$ cat src/rtl/cini_pkg.sv
// Shared definitions for the CINI masked/triplicated output blocks.
//   cini_state_e : health FSM states (OK, DEGRADED, ALARM)
//   REPLICAS     : replication factor of the triplicated gadgets
//   rep_lsb()    : LSB of replica r inside a packed REPLICAS*w vector
package cini_pkg;
    localparam int REPLICAS = 3;

    typedef enum logic [1:0] {
        ST_OK       = 2'd0,
        ST_DEGRADED = 2'd1,
        ST_ALARM    = 2'd2
    } cini_state_e;

    function automatic int rep_lsb(input int r, input int w);
        return r * w;
    endfunction
endpackage

$ cat src/rtl/cini_maj3_vote.sv
// Combinational 3-way bitwise majority vote with a replica mismatch flag.
//   a, b, c  : replica values
//   maj      : bitwise majority of a, b, c
//   mismatch : 1 when any replica differs from the others
module cini_maj3_vote #(
    parameter int WIDTH = 1
) (
    input  logic [WIDTH-1:0] a,
    input  logic [WIDTH-1:0] b,
    input  logic [WIDTH-1:0] c,
    output logic [WIDTH-1:0] maj,
    output logic             mismatch
);
    assign maj      = (a & b) | (b & c) | (a & c);
    // a==b and b==c implies all three equal, so two compares suffice.
    assign mismatch = (a != b) | (b != c);
endmodule

$ cat src/rtl/cini_unmask_decoder.sv
// Output-side decoder for CINI 2-share, 3-way replicated masked values.
// Shares are registered (S1) before being recombined (S2), so no
// combinational path ever mixes share 0 with share 1. The unmasked replicas
// are majority-voted into the output register, replica disagreement is
// flagged, counted (saturating) and escalated through a sticky alarm FSM.
//
// Ports:
//   clk, reset                     : clock, async active-low reset
//   port_c_0, port_c_1             : shares, replica r at [r*WIDTH +: WIDTH]
//   port_in_valid / port_in_ready  : input handshake
//   port_out_valid / port_out_ready: output handshake
//   port_out_data, port_out_fault  : voted data and mismatch flag
//   port_fault_cnt, port_alarm     : fault counter and sticky alarm
//   port_clear                     : sync clear of counter and FSM
//
// Optional build macro CINI_DEC_ZEROIZE_EN: when defined, port_out_data reads
// 0 while the alarm is raised.
module cini_unmask_decoder
    import cini_pkg::*;
#(
    parameter int WIDTH       = 1,
    parameter int FAULT_LIMIT = 4,
    parameter int CNT_W       = 8
) (
    input  logic                      clk,
    input  logic                      reset,
    input  logic [REPLICAS*WIDTH-1:0] port_c_0,
    input  logic [REPLICAS*WIDTH-1:0] port_c_1,
    input  logic                      port_in_valid,
    output logic                      port_in_ready,
    output logic                      port_out_valid,
    input  logic                      port_out_ready,
    output logic [WIDTH-1:0]          port_out_data,
    output logic                      port_out_fault,
    output logic [CNT_W-1:0]          port_fault_cnt,
    output logic                      port_alarm,
    input  logic                      port_clear
);
    logic                      s1_vld, s2_vld, out_vld;
    logic [REPLICAS*WIDTH-1:0] s1_c0, s1_c1, s2_u, u_nxt;
    logic [WIDTH-1:0]          out_data, vote;
    logic                      out_fault, mism;
    logic                      out_take, s2_take, s1_take;

    // Each stage may load when empty or when its contents move on this cycle.
    assign out_take      = !out_vld | port_out_ready;
    assign s2_take       = !s2_vld | out_take;
    assign s1_take       = !s1_vld | s2_take;
    assign port_in_ready = s1_take;

    genvar r;
    generate
        for (r = 0; r < REPLICAS; r++) begin : g_unmask
            assign u_nxt[rep_lsb(r, WIDTH) +: WIDTH] =
                s1_c0[rep_lsb(r, WIDTH) +: WIDTH] ^ s1_c1[rep_lsb(r, WIDTH) +: WIDTH];
        end
    endgenerate

    cini_maj3_vote #(.WIDTH(WIDTH)) u_vote (
        .a        (s2_u[rep_lsb(0, WIDTH) +: WIDTH]),
        .b        (s2_u[rep_lsb(1, WIDTH) +: WIDTH]),
        .c        (s2_u[rep_lsb(2, WIDTH) +: WIDTH]),
        .maj      (vote),
        .mismatch (mism)
    );

    // Data registers only load on a valid beat so bubbles never overwrite data.
    always_ff @(posedge clk or negedge reset) begin
        if (!reset) begin
            s1_vld    <= 1'b0;
            s1_c0     <= '0;
            s1_c1     <= '0;
            s2_vld    <= 1'b0;
            s2_u      <= '0;
            out_vld   <= 1'b0;
            out_data  <= '0;
            out_fault <= 1'b0;
        end else begin
            if (s1_take) begin
                s1_vld <= port_in_valid;
                if (port_in_valid) begin
                    s1_c0 <= port_c_0;
                    s1_c1 <= port_c_1;
                end
            end
            if (s2_take) begin
                s2_vld <= s1_vld;
                if (s1_vld) s2_u <= u_nxt;
            end
            if (out_take) begin
                out_vld <= s2_vld;
                if (s2_vld) begin
                    out_data  <= vote;
                    out_fault <= mism;
                end
            end
        end
    end

    // Fault accounting on the output transfer.
    cini_state_e      state, state_nxt;
    logic [CNT_W-1:0] cnt, cnt_inc, cnt_nxt;
    logic             fault_xfer;

    assign fault_xfer = out_vld & port_out_ready & out_fault;
    assign cnt_inc    = (cnt == {CNT_W{1'b1}}) ? cnt : cnt + 1'b1;

    always_comb begin
        cnt_nxt   = cnt;
        state_nxt = state;
        if (port_clear) begin
            cnt_nxt   = '0;
            state_nxt = ST_OK;
        end else if (fault_xfer) begin
            cnt_nxt = cnt_inc;
            case (state)
                ST_OK:       state_nxt = (int'(cnt_inc) >= FAULT_LIMIT) ? ST_ALARM : ST_DEGRADED;
                ST_DEGRADED: state_nxt = (int'(cnt_inc) >= FAULT_LIMIT) ? ST_ALARM : ST_DEGRADED;
                ST_ALARM:    state_nxt = ST_ALARM;
                default:     state_nxt = ST_ALARM;
            endcase
        end
    end

    always_ff @(posedge clk or negedge reset) begin
        if (!reset) begin
            state <= ST_OK;
            cnt   <= '0;
        end else begin
            state <= state_nxt;
            cnt   <= cnt_nxt;
        end
    end

    assign port_out_valid = out_vld;
    assign port_out_fault = out_fault;
    assign port_fault_cnt = cnt;
    assign port_alarm     = (state == ST_ALARM);

`ifdef CINI_DEC_ZEROIZE_EN
    assign port_out_data = port_alarm ? '0 : out_data;
`else
    assign port_out_data = out_data;
`endif
endmodule

$ cat config.mk
export PLATFORM = sky130hd
export DESIGN_NAME = cini_unmask_decoder
export DESIGN_NICKNAME = d
export VERILOG_FILES = /design/src/rtl/cini_pkg.sv /design/src/rtl/cini_maj3_vote.sv /design/src/rtl/cini_unmask_decoder.sv
export SDC_FILE = /design/constraint.sdc
export NUM_CORES = 1
export LEC_CHECK = 0
export ABC_AREA = 1
export CELL_PAD_IN_SITES_DETAIL_PLACEMENT = 1
export CELL_PAD_IN_SITES_GLOBAL_PLACEMENT = 1
export CORE_ASPECT_RATIO = 0.9
export CORE_UTILIZATION = 37
export CTS_CLUSTER_DIAMETER = 80
export DETAILED_ROUTE_END_ITERATION = 7
export GPL_TIMING_DRIVEN = 0
export HOLD_SLACK_MARGIN = 0.03
export MAX_ROUTING_LAYER = met4
export PLACE_DENSITY = 0.8
export SYNTH_ARGS = -nofsm -noshare
export SYNTH_HDL_FRONTEND = slang
export SYNTH_SLANG_ARGS = --single-unit
export TNS_END_PERCENT = 50
$ cat constraint.sdc
create_clock -name clk -period 2.1 [get_ports clk]
set_input_delay 0.315 -clock clk [delete_from_list [all_inputs] [get_ports clk]]
set_output_delay 0.315 -clock clk [all_outputs]
set_load 0.05 [all_outputs]
==> Word level (Yosys, flattened, before mapping) <==
Index checks and enable logic that the tools add are counted.
{ "totals": {"register_bits": 24, "elab_cells": 47} }
{ "classes": {"order_cmp": 1, "add_sub_neg": 1, "n_reduce_logical": 9, "eq_ne": 5, "n_mux": 7, "n_bitwise": 14} }
{ "ops": {"columns": ["operator", "n"], "rows": [
  ["$mux W8", 3],
  ["$add A8 B1 Y8 const B", 1],
  ["$eq A8 B8 Y1 const B", 1],
  ["$ge A8 B3 Y1 const B", 1],
  ["$mux W2", 4],
  ["$or A1 B1 Y1", 6],
  ["$reduce_and A2 Y1", 3],
  ["$and A1 B1 Y1", 5],
  ["$logic_not A1 Y1", 3],
  ["$xor A1 B1 Y1", 3],
  ["$eq A2 B1 Y1 const B", 1],
  ["$eq A2 B2 Y1 const B", 1],
  ["$logic_not A2 Y1", 1],
  ["$ne A1 B1 Y1", 2],
  ["$reduce_bool A2 Y1", 1],
  ["$reduce_or A2 Y1", 1]
]} }

==> Logic depth before layout (Yosys ltp) <==
Gate-level depths: netlist of the first run.
{ "depth": {"depth_word": 7, "mapped_depth": 11, "mapped_depth_nobuf": 11} }

==> Cells and area by module <==
From an unflattened synthesis of the first run, not the netlist that was laid out.
{ "unflattened": {"hier_cells": 140, "hier_area_um2": 1248.7} }
{ "by_module_without_submodules": {"columns": ["module", "instances", "seq_area_each_um2", "area_each_um2", "cells_per_inst"], "rows": [
  ["cini_unmask_decoder", 1, 600.6, 1206.2, 134],
  ["cini_maj3_vote", 1, 0.0, 42.5, 6]
]} }

==> Worst setup path after synthesis of the first run <==
No wires, ideal clock.
{ "synth_timing": {"path_kind": "register to register", "start": "reg out_vld (netlist: port_out_valid)", "end": "reg s1_c0[0]", "t_arrival_ns": 1.683, "slack_ns": 0.289, "stages_incl_launch_ff": 6, "period_less_slack_ns": 1.811, "required_ns": 1.972, "n_path_buf": 0, "cell_sequence": "dfrtp_1 > nand2_1 > nor2_1 > nand2_2 > nand2_2 > mux2_1"} }
{ "synth_between": {"elab_chain_len": 5} }
{ "synth_lines": {"columns": ["item", "line_no", "source"], "rows": [
  ["start, declared", "cini_unmask_decoder.sv:39", "logic s1_vld, s2_vld, out_vld;"],
  ["start signal, assigned", "cini_unmask_decoder.sv:91", "out_vld <= s2_vld;"],
  ["$logic_not A1 Y1", "cini_unmask_decoder.sv:46", "assign out_take = !out_vld | port_out_ready;"],
  ["$or A1 B1 Y1", "cini_unmask_decoder.sv:46", null],
  ["$or A1 B1 Y1", "cini_unmask_decoder.sv:47", "assign s2_take = !s2_vld | out_take;"],
  ["$or A1 B1 Y1", "cini_unmask_decoder.sv:48", "assign s1_take = !s1_vld | s2_take;"],
  ["named net port_in_ready", "cini_unmask_decoder.sv:30", "output logic port_in_ready,"],
  ["$reduce_and A2 Y1 (no line)", null, null],
  ["end signal, assigned", "cini_unmask_decoder.sv:82", "s1_c0 <= port_c_0;"],
  ["end, declared", "cini_unmask_decoder.sv:40", "logic [REPLICAS*WIDTH-1:0] s1_c0, s1_c1, s2_u, u_nxt;"]
]} }
The timed path passes the listed nets, and every way through them passes these cells.
A chain may end at the register's enable or synchronous reset.

==> Worst setup path in the final report of the first run <==
{ "layout_timing": {"start": "reg cnt[2] (netlist: port_fault_cnt[2])", "end": "out port_fault_cnt[2]"} }
{ "layout_lines": {"columns": ["item", "line_no", "source"], "rows": [
  ["start, declared", "cini_unmask_decoder.sv:102", "logic [CNT_W-1:0] cnt, cnt_inc, cnt_nxt;"],
  ["start signal, assigned", "cini_unmask_decoder.sv:131", "cnt <= cnt_nxt;"],
  ["end, declared", "cini_unmask_decoder.sv:35", "output logic [CNT_W-1:0] port_fault_cnt,"]
]} }
No word-level cell between the ends.

==> results of run 1 <==
-- what timing repair did --
item,in CTS,in global routing
setup endpoints to repair,1,0
gates resized for setup,1,0
endpoints found under the hold margin,0,0
-- layout make-up --
cell class	count	area, µm²
clock buffers	3	22.5
well taps	42	52.6
flip-flops and latches	24	601
repair buffers	23	229
fillers	384	1570
multi-input cells	97	548
inverters	16	65.1
-- cell families (layout without fill, tap and decap cells) --
kind of cell	count (synthesis)	after routing	synth area share
xor+xnor	5	5	0.0361
mux	6	6	0.0557
compound gates	18	18	0.0804
flops	24	24	0.495
buf+inv	16	42	0.0536
simple gates	65	65	0.248
fa+ha+maj	3	3	0.0309
-- registers in the layout, indices dropped and copies added, names as in the netlist --
name,cells
port_fault_cnt,8
s1_c0,3
s1_c1,3
s2_u,3
state,2
port_out_data,1
port_out_fault,1
port_out_valid,1
s1_vld,1
s2_vld,1
-- power breakdown --
part | internal (mW) | switching [mW] | leakage (nW)
Combinational | 0.175 | 0.302 | 0.407
Clock | 0.0671 | 0.127 | 0.0138
Sequential | 0.558 | 0.0827 | 0.302
Total | 0.800 | 0.512 | 0.722
-- per-stage QoR --
stage,cell area [µm²],instances,total power [mW],hold WS [ps]
3_5_place_dp,1500,202,1.14,495
3_3_place_gp,1500,202,1.10,457
4_1_cts,1520,205,1.34,525
5_1_grt,1520,205,1.42,557
2_1_floorplan,1210,137,0.956,19.4
6_report,1520,205,1.31,523
-- layout by cell type (no fill, tap or decap), drive strengths merged --
cell type / count
a21oi: 3
a31o: 1
a31oi: 1
clkbuf: 3
clkdlybuf4s50: 22
clkinv: 1
dfrtp: 24
dlygate4sd2: 1
ha: 3
inv: 15
mux2: 6
nand2: 37
nand3: 9
nand4: 1
nor2: 17
nor3: 1
o21ai: 11
o22ai: 2
xnor2: 3
xor2: 2
-- metal layers --
metal	vias to the layer above	part of all wire	track usage
met4	0	0.010	0.0532
met5	-	0	-
met2	16	0.51	0.311
met3	5	0.030	0.0407
li1	496	-	-
met1	484	0.45	0.232
-- worst paths after layout --
check	start	to	slack, ps	cells past startpoint
max	port_fault_cnt[2]$_DFFE_PN0P_	port_fault_cnt[2]	100	1
min	s1_c0[0]$_DFFE_PN0P_	s1_c0[0]$_DFFE_PN0P_	520	1
min in group asynchronous	reset	s2_u[0]$_DFFE_PN0P_	570	1
max in group asynchronous	reset	s1_c0[1]$_DFFE_PN0P_	880	1
min reg2reg	s1_c0[0]$_DFFE_PN0P_	s1_c0[0]$_DFFE_PN0P_	520	1
max reg2reg	port_fault_cnt[0]$_DFFE_PN0P_	state[1]$_DFFE_PN0P_	380	11
==> impl_metrics.toml, run 1 <==
[clocking]
ctsHoldBuffers = 0
post_cts.repair.setup_buffers = 0
cts_max_level = 1
cts_tree = "built"
clk_pin_slew_worst_paths_ps = 130
cts_root_buf = "clkbuf_4"
cts.path.max_buffers = 2
cts.sinks = 24
worstSkewPairLatency_ps = 310
numCtsBuffers = 3

[finish]
area_growth_pct = 25.1
antenna_cells = 0
finalNetCount = 179
postLayoutCoreUtil = 0.491
drive_above_1_share = 0.110

[outcome]
status = "finished, final reports clean"

[synthesis]
yosysMostFrequentCell = "nand2_1"
synth_top_area_frac = 0.495
seq_area_frac_synth = 0.495
synth_nets = 151
yosysTopAreaCell = "dfrtp_1"
synth_cells = 137
ys_ff_latch = 24
syn_area_per_cell_um2 = 8.86
syn_area_um2 = 1210
ys_top_cells_by_count = "33 x nand2_1, 24 x dfrtp_1, 14 x inv_1"
yosysUniqueCellTypes = 23
yosys_warnings = 0
synth_area_leaders = "dfrtp_1 49%, nand2_1 10%, mux2_1 5.6%"
synth-edff-count = 0
async_flop_share = 1.00
ys.flop_type = "dfrtp_1"

[detailed_routing]
wl_um = 2710
drtIter0Drc = 30
vias_per_cell = 4.88
drcViolationCount = 0
first_pass_iters = 4
routedWlPerCell_um = 13.2
vias = 1001
drtAntennaViolNets = 0

[worst_setup_path]
crit_path_start_kind = "flop"
crit_path_top_delay_cell = "clkdlybuf4s50_1"
cp_data_required_time_ps = 1780
path_delay_family = "buffers and inverters"
critPathMaxStageDelay_ps = 860
crit_type = "reg -> out"
path_cells = "clkdlybuf4s50_1"
critPathMaxFanout = 6
end_kind = "primary output"
crit_buf_inv = 1
crit_arrival_ps = 1690

[floorplan]
die_h_um = 56.3
row_count = 19
ios = 24
fp.dieW_um = 62.4
core_area_um2 = 3090
start_util = 0.393
die_area_um2 = 3510

[place]
dp_hpwl_um = 2200
pre_cts_slack_ps = -164
gpl.final_weighted_congestion = 0.841
io_buffers = 23

[grt]
grt_pass1_wl_um = 4990
grt_max_degree = 25
grt_overflow = 0
grt_usage = 0.187
first_global_vias = 1094
antenna_found_initial = 0

[power]
leakagePower_nw = 0.722
max-vdd-ir-drop_v = 0.000549
powerDensity_nw_per_um2 = 865

[sta]
skew_ps = 11.9
fin_crit_sh = 0.953
max-slew-margin-rel = 0.284
fin_ws_ps = 99.1
rsz0062_at_grt = "no"
max_freq_mhz = 500
hold_viol = 0
tightest_slew_ps = 1070
setup_tns_ps = 0
drv_slew = 0
finalSetupViolCount = 0
period_minus_slack_ps = 2000

[job]
maxCapViolations = 0

[worst_hold_path]
hold_class = "reg -> reg"
(Power assumes the default switching activity.)
==> run 2: changes to the inputs <==
Settings changed: CELL_PAD_IN_SITES_DETAIL_PLACEMENT 1 to 0.
==> run 2 against run 1 <==
Net effect: sequential power barely moved; total power is 2.3% higher; highest routed layer unchanged; register-to-register slack improved by 70 ps.
==> impl_metrics.toml, run 2 (synthesis results as in run 1) <==
[floorplan]
core_area_um2 = 3090
die_area_um2 = 3510
die_h_um = 56.3
ios = 24
start_util = 0.393
fp.dieW_um = 62.4
row_count = 19

[detailed_routing]
drtAntennaViolNets = 0
wl_um = 2300
vias = 951
routedWlPerCell_um = 11.2
vias_per_cell = 4.62
first_pass_iters = 4
drcViolationCount = 0
drtIter0Drc = 39

[outcome]
status = "finished, final reports clean"

[grt]
grt_overflow = 0
grt_usage = 0.155
first_global_vias = 962
antenna_found_initial = 0
grt_max_degree = 25
grt_pass1_wl_um = 4190

[worst_setup_path]
crit_buf_inv = 1
path_delay_family = "buffers and inverters"
r2r_slack_ps = 450
crit_path_start_kind = "flop"
cp_data_required_time_ps = 1780
crit_type = "reg -> out"
r2r_end = "state[1]$_DFFE_PN0P_"
path_cells = "clkdlybuf4s50_1"
rr_startpoint = "port_fault_cnt[0]$_DFFE_PN0P_"
end_kind = "primary output"
rr_worst_depth = 11
crit_arrival_ps = 1670
critPathMaxFanout = 6
crit_path_top_delay_cell = "clkdlybuf4s50_1"
critPathMaxStageDelay_ps = 850

[finish]
layout_common_cells = "33 x nand2_1, 24 x dfrtp_1, 22 x clkdlybuf4s50_1, 14 x inv_1, 10 x nor2_1"
drive_above_1_share = 0.116
antenna_cells = 0
fill_cells = 313
multi_input_comb_area_um2 = 548
largest_reg_flops = 8
area_growth_pct = 26.2
seqCellArea_um2 = 601
finalNetCount = 179
layout_commonest_cell = "nand2_1"
postLayoutCoreUtil = 0.496

[clocking]
cts.sinks = 24
worstSkewPairLatency_ps = 320
numCtsBuffers = 3
cts_root_buf = "clkbuf_4"
cts_max_level = 1
clk_pin_slew_worst_paths_ps = 130
cts_tree = "built"
cts.path.max_buffers = 2
post_cts.repair.setup_buffers = 0

[place]
io_buffers = 23
dp_hpwl_um = 1790
gpl.final_weighted_congestion = 0.841

[power]
max-vdd-ir-drop_v = 0.000450
total_power_mw = 1.34
leakagePower_nw = 0.730
powerDensity_nw_per_um2 = 877

[sta]
max_freq_mhz = 504
max-slew-margin-rel = 0.269
rsz0062_at_grt = "no"
skew_ps = 9.35
fin_crit_sh = 0.945
finalSetupViolCount = 0
tightest_slew_ps = 1090
hold_viol = 0
drv_slew = 0
period_minus_slack_ps = 1990

[job]
maxCapViolations = 0

[worst_hold_path]
hold_start = "s2_vld$_DFFE_PN0P_"
whs_path_depth = 2
hold_path_end = "port_out_valid$_DFFE_PN0P_"
hold_class = "reg -> reg"
-- run 2: worst register-to-register path, stage by stage, from the launching register on --
cell and delay [ps]:
dfrtp_1 480, ha_1 280, nand3_2 110, inv_2 60
nand2_4 80, clkinv_4 70, nor2_2 120, nand2_1 80
nor2_2 120, nand2_1 60, nand2_1 50, nand2_1 50
-- run 2: how the worst max path moves through the flow --
| stage | start | endpoint | cells after the start |
|---|---|---|---|
| after floorplan | port_out_valid$_DFFE_PN0P_ | s1_c0[0]$_DFFE_PN0P_ | 5 |
| after global placement | port_out_ready | port_in_ready | 6 |
| after detailed placement | port_out_ready | port_in_ready | 6 |
| after CTS | port_fault_cnt[2]$_DFFE_PN0P_ | port_fault_cnt[2] | 1 |
| after global routing | state[1]$_DFFE_PN0P_ | port_alarm | 3 |
| final | port_fault_cnt[2]$_DFFE_PN0P_ | port_fault_cnt[2] | 1 |
-- run 2: routing by layer --
| layer | vias up | wire, µm | global-route usage |
|---|---|---|---|
| met2 | 17 | 1080 | 0.256 |
| met5 | - | 0 | - |
| met1 | 432 | 1140 | 0.197 |
| met3 | 2 | 70 | 0.0366 |
| met4 | 0 | 8 | 0.0299 |
| li1 | 500 | - | - |
-- run 2: layout make-up --
class                   instances  area share
clock buffers                   4      0.0237
inverters                      16      0.0425
multi-input cells              97       0.358
flip-flops and latches         24       0.392
well taps                      42      0.0343
repair buffers                 23       0.150
-- run 2: stage by stage --
stage	worst slack (ps)	hold slack (ps)	instance area, µm²	cells	TNS, ps
floorplan	289	19.4	1210	137	0
global placement	-126	457	1500	202	-126
detailed placement	-129	464	1500	202	-129
CTS	92.6	495	1530	206	0
global route	42.7	543	1530	206	0
finish	115	492	1530	206	0
-- run 2: timing repair --
item,4_1_cts,5_1_grt
setup endpoints to repair,1,0
hold buffers,0,0
gates resized for setup,1,0
-- run 2: power breakdown --
| part | total [mW] | switching, mW | internal [mW] | leakage [nW] |
|---|---|---|---|---|
| Sequential | 0.638 | 0.0804 | 0.558 | 0.302 |
| Clock | 0.241 | 0.135 | 0.106 | 0.0210 |
| Combinational | 0.463 | 0.289 | 0.175 | 0.407 |
| Total | 1.34 | 0.504 | 0.839 | 0.730 |
